--- src/rtl/uart_byte_receiver.sv ---
// 8N1 UART byte receiver: 2-flop synchronizer, mid-bit sampling FSM, and a
// registered output stage that presents each good byte with a one-cycle strobe.
module uart_byte_receiver #(
  parameter int RECEIVER_PERIOD = 2
) (
  input  logic       clk,
  input  logic       rst_n,
  input  logic       in,
  output logic [7:0] out,
  output logic       valid,
  output logic       framing_error
);

  localparam int H  = RECEIVER_PERIOD;
  localparam int CW = $clog2(2 * H) + 1;
  localparam logic [CW-1:0] HALF_LAST = CW'(H - 1);
  localparam logic [CW-1:0] FULL_LAST = CW'(2 * H - 1);

  typedef enum logic [2:0] {
    IDLE,
    START,
    DATA,
    STOP,
    WAIT_HIGH
  } state_t;

  state_t          state, state_d;
  logic [CW-1:0]   cnt, cnt_d;
  logic [2:0]      idx, idx_d;
  logic [7:0]      shift, shift_d;
  logic            pend_ok, pend_ok_d;
  logic            pend_err, pend_err_d;
  logic            sync1, s;

  always_ff @(posedge clk or negedge rst_n) begin
    if (!rst_n) begin
      sync1 <= 1'b1;
      s     <= 1'b1;
    end else begin
      sync1 <= in;
      s     <= sync1;
    end
  end

  always_ff @(posedge clk or negedge rst_n) begin
    if (!rst_n) begin
      state    <= IDLE;
      cnt      <= '0;
      idx      <= '0;
      shift    <= '0;
      pend_ok  <= 1'b0;
      pend_err <= 1'b0;
    end else begin
      state    <= state_d;
      cnt      <= cnt_d;
      idx      <= idx_d;
      shift    <= shift_d;
      pend_ok  <= pend_ok_d;
      pend_err <= pend_err_d;
    end
  end

  always_comb begin
    state_d    = state;
    cnt_d      = cnt;
    idx_d      = idx;
    shift_d    = shift;
    pend_ok_d  = 1'b0;
    pend_err_d = 1'b0;
    unique case (state)
      IDLE: begin
        if (!s) begin
          state_d = START;
          cnt_d   = '0;
        end
      end
      START: begin
        if (cnt == HALF_LAST) begin
          cnt_d = '0;
          if (!s) begin
            state_d = DATA;
            idx_d   = '0;
          end else begin
            state_d = IDLE;
          end
        end else begin
          cnt_d = cnt + CW'(1);
        end
      end
      DATA: begin
        if (cnt == FULL_LAST) begin
          cnt_d        = '0;
          shift_d[idx] = s;
          if (idx == 3'd7) state_d = STOP;
          else             idx_d   = idx + 3'd1;
        end else begin
          cnt_d = cnt + CW'(1);
        end
      end
      STOP: begin
        // Leaving at mid stop bit lets a back-to-back start edge be caught.
        if (cnt == FULL_LAST) begin
          cnt_d = '0;
          if (s) begin
            pend_ok_d = 1'b1;
            state_d   = IDLE;
          end else begin
            pend_err_d = 1'b1;
            state_d    = WAIT_HIGH;
          end
        end else begin
          cnt_d = cnt + CW'(1);
        end
      end
      WAIT_HIGH: begin
        if (s) state_d = IDLE;
      end
      default: state_d = IDLE;
    endcase
  end

  // Output stage: strobes land one cycle after the stop-bit sample.
  always_ff @(posedge clk or negedge rst_n) begin
    if (!rst_n) begin
      out           <= 8'h00;
      valid         <= 1'b0;
      framing_error <= 1'b0;
    end else begin
      valid         <= pend_ok;
      framing_error <= pend_err;
      if (pend_ok) out <= shift;
    end
  end

endmodule

--- config.mk ---
export PLATFORM = sky130hd
export DESIGN_NAME = uart_byte_receiver
export DESIGN_NICKNAME = d
export VERILOG_FILES = /design/src/rtl/uart_byte_receiver.sv
export SDC_FILE = /design/constraint.sdc
export NUM_CORES = 1
export LEC_CHECK = 0
export BUFFER_PORTS_ARGS = -buffer_cell sky130_fd_sc_hd__buf_2
export CAP_MARGIN = 15
export CORE_MARGIN = 10
export CORE_UTILIZATION = 40
export DETAILED_ROUTE_END_ITERATION = 7
export MAX_ROUTING_LAYER = met4
export PLACE_DENSITY = 0.64
export SLEW_MARGIN = 20
export SYNTH_ARGS = -nofsm -noshare
export SYNTH_HDL_FRONTEND = slang
export SYNTH_SLANG_ARGS = --single-unit
--- constraint.sdc ---
create_clock -name clk -period 2.1 [get_ports clk]
set_input_delay 0.315 -clock clk [delete_from_list [all_inputs] [get_ports clk]]
set_output_delay 0.315 -clock clk [all_outputs]
set_load 0.05 [all_outputs]
==> impl_metrics.py <==
metrics = {
    "floorplan": {
        "fp-row-count": 21,
        "die_h_microns": 78.6,
        "die_area_sq_um": 6170,
        "num_io_pins": 13,
        "start_util": 0.411,
        "fp.dieW_microns": 78.6,
        "fp.coreArea_sq_um": 3340,
    },
    "detailed_routing": {
        "vias": 811,
        "drt_iter0_markers": 16,
        "first_pass_iters": 2,
        "routed_wl_microns": 2150,
        "via_per_inst": 4.86,
        "drtAntennaViolNets": 0,
        "wire_per_inst_microns": 12.9,
        "remaining_drc_errors": 0,
    },
    "placement": {
        "routabilityCongestion": 0.917,
        "place_ws_ps": 364,
        "port_buffers": 12,
        "dp_hpwl_microns": 1570,
    },
    "global_routing": {
        "antenna_found_initial": 0,
        "track_usage": 0.0785,
        "grt_max_degree": 32,
        "grt_overflow": 0,
        "grt_pass1_vias": 816,
        "grt_pass1_wl_microns": 3710,
    },
    "logic_synthesis": {
        "yosysWarnings": 0,
        "synth_area_leaders": "dfrtp_1 (53%), mux2_1 (6.6%), mux2_2 (6.6%)",
        "yosysTopAreaCell": "dfrtp_1",
        "ys_ff_latch": 31,
        "syn_inst": 104,
        "synth_nets": 113,
        "ys_seq_area_frac": 0.567,
        "synth_area_sq_um": 1370,
        "synth_top_area_frac": 0.529,
        "synth.avg_cell_area_sq_um": 13.2,
        "yosysUniqueCellTypes": 31,
    },
    "clock_tree": {
        "post_cts_resized": 0,
        "clock_latency_ps": 320,
        "cts_inserted_buffers": 5,
        "cts.sinks": 31,
        "cts-root-buf": "clkbuf_4",
        "post-cts-setup-buffers": 0,
        "cts_max_path_buffers": 2,
        "hold_buffers": 0,
        "htree_levels": 2,
        "cts.clk_slew.worst_paths_ps": 90,
        "cts_tree": "yes",
    },
    "critical_path": {
        "timing.rr.start": "idx[1]",
        "crit_buf_inv": 0,
        "endpoint_kind": "flop",
        "reg2reg_slack_ps": 360,
        "cpPeakStageDelay_ps": 460,
        "path_common_cell": "ha_1",
        "worstPathMaxFanout": 7,
        "path_delay_family": "simple AND/OR/NAND/NOR gates",
        "cpMaxStageDelayCell": "dfrtp_1",
        "crit_path_start_kind": "flop",
        "critPathArrivalTime_ps": 1960,
        "cp.depth": 5,
        "worstSetupStartpoint": "idx[1]",
        "cp_data_required_time_ps": 2320,
        "ff2ff_path_depth": 5,
        "r2r-end": "idx[0]",
        "crit_type": "reg2reg",
        "cp-endpoint": "idx[0]",
        "path_cells": "ha_1, ha_1, nor4_4, nor2_1, mux2_4",
    },
    "cells_and_area": {
        "layout.cells.most_common": "dfrtp_1",
        "final_cell_mix": "dfrtp_1 (29), buf_2 (12), nand2_1 (8), mux2_2 (8), mux2_1 (8)",
        "drive_above_1_share": 0.298,
        "diodes": 0,
        "nets": 129,
        "synthToLayoutAreaGrowth_pct": 12.2,
    },
    "timing": {
        "worstMarginPinSlew_ps": 666,
        "finalCriticalPeriod_ps": 1740,
        "maxSlewHeadroom": 0.556,
        "hold_violations": 0,
        "fin_skew_ps": 7.11,
        "setup_tns_ps": 0,
        "rsz0062_at_grt": "false",
        "postLayoutSetupSlackWorst_ps": 361,
        "post-route-period-util": 0.828,
        "finalSetupViolations": 0,
        "clock.fmax_ghz": 0.575,
        "maxSlewViolCount": 0,
    },
    "flow_run": {
        "max_cap_violations": 0,
    },
    "pwr": {
        "vdd_drop_max_mv": 0.456,
        "power_density_nw_per_um2": 1040,
        "p_leak_nw": 0.765,
        "fin_total_pwr_w": 0.00160,
    },
    "status": {
        "status": "finished, final reports clean",
    },
    "hold_path": {
        "hp-class": "in2async",
    },
}
-- sequential cells by signal (all words and copies together), names as in the netlist --
name / cells
cnt: 3
framing_error: 1
s: 1
idx: 3
state: 3
sync1: 1
valid: 1
out: 8
shift: 8
pend_ok: 1
pend_err: 1
-- worst min path at each step --
stage,slack (ps),to,cells past startpoint
after floorplan,20,cnt[0],0
after global placement,330,framing_error,0
after detailed placement,340,framing_error,0
after CTS,30,pend_ok,1
after global routing,40,pend_ok,1
final,20,idx[1],1
-- worst reg2reg max path, cell delays in order, from the launching register on --
cell and delay, ps:
dfrtp_1 460, ha_1 210, ha_1 220, nor4_4 330
nor2_1 140, mux2_4 270
-- routing by layer --
layer	wire (microns)	part of all wire	global-route usage
met5	0	0	-
met4	24	0.011	0.0323
met3	124	0.058	0.0456
met2	975	0.45	0.112
met1	1020	0.48	0.0880
-- layout make-up --
cell class / count / area, sq um
repair buffers: 12 / 60.1
flip-flops and latches: 31 / 778
clock buffers: 8 / 68.8
well taps: 46 / 57.6
fillers: 309 / 1800
multi-input cells: 66 / 561
inverters: 4 / 15.0
-- metrics by stage --
stage          utilization  std cells  hold WS [ps]  cell area (sq um)
2_1_floorplan            -        104          19.4               1370
3_3_place_gp         0.441        159           333               1470
3_5_place_dp         0.441        159           337               1470
4_1_cts              0.462        167          26.3               1540
5_1_grt              0.462        167          42.5               1540
6_report             0.462        167          17.5               1540
-- cell families after synthesis --
| logic type | Yosys count | synth area share |
|---|---|---|
| flip-flops | 31 | 0.567 |
| buffers and inverters | 7 | 0.0246 |
| multiplexers | 19 | 0.157 |
| adder cells (fa/ha/maj) | 6 | 0.0547 |
| AO/OA/AOI/OAI | 8 | 0.0456 |
| AND/OR/NAND/NOR | 33 | 0.151 |
-- where the power goes --
group | total [W] | switching, W | internal, W | leakage (nW)
clock | 0.000381 | 0.000184 | 0.000197 | 0.0386
sequential | 0.000803 | 0.000116 | 0.000687 | 0.416
combinational | 0.000415 | 0.000229 | 0.000186 | 0.311
total | 0.00160 | 0.000529 | 0.00107 | 0.765
-- synthesized netlist by cell type --
cell type	count
ha_1	6
o22ai_1	1
dfrtp_1	29
a22o_1	2
and2_1	1
mux2_1	8
nor3b_1	2
clkbuf_1	2
inv_1	4
o21bai_2	1
nor2_1	6
nand4_1	2
or3b_1	1
mux2i_1	2
nor2b_1	2
o221ai_1	1
nand2b_1	1
nor3_2	1
nor3_1	2
a21oi_1	2
dfstp_2	2
buf_6	1
nor4_4	1
nand2_1	8
mux2_2	8
nor3b_2	2
or3_1	2
and3_1	1
mux2_4	1
nand2b_2	1
a311oi_1	1
(Power assumes the default switching activity.)
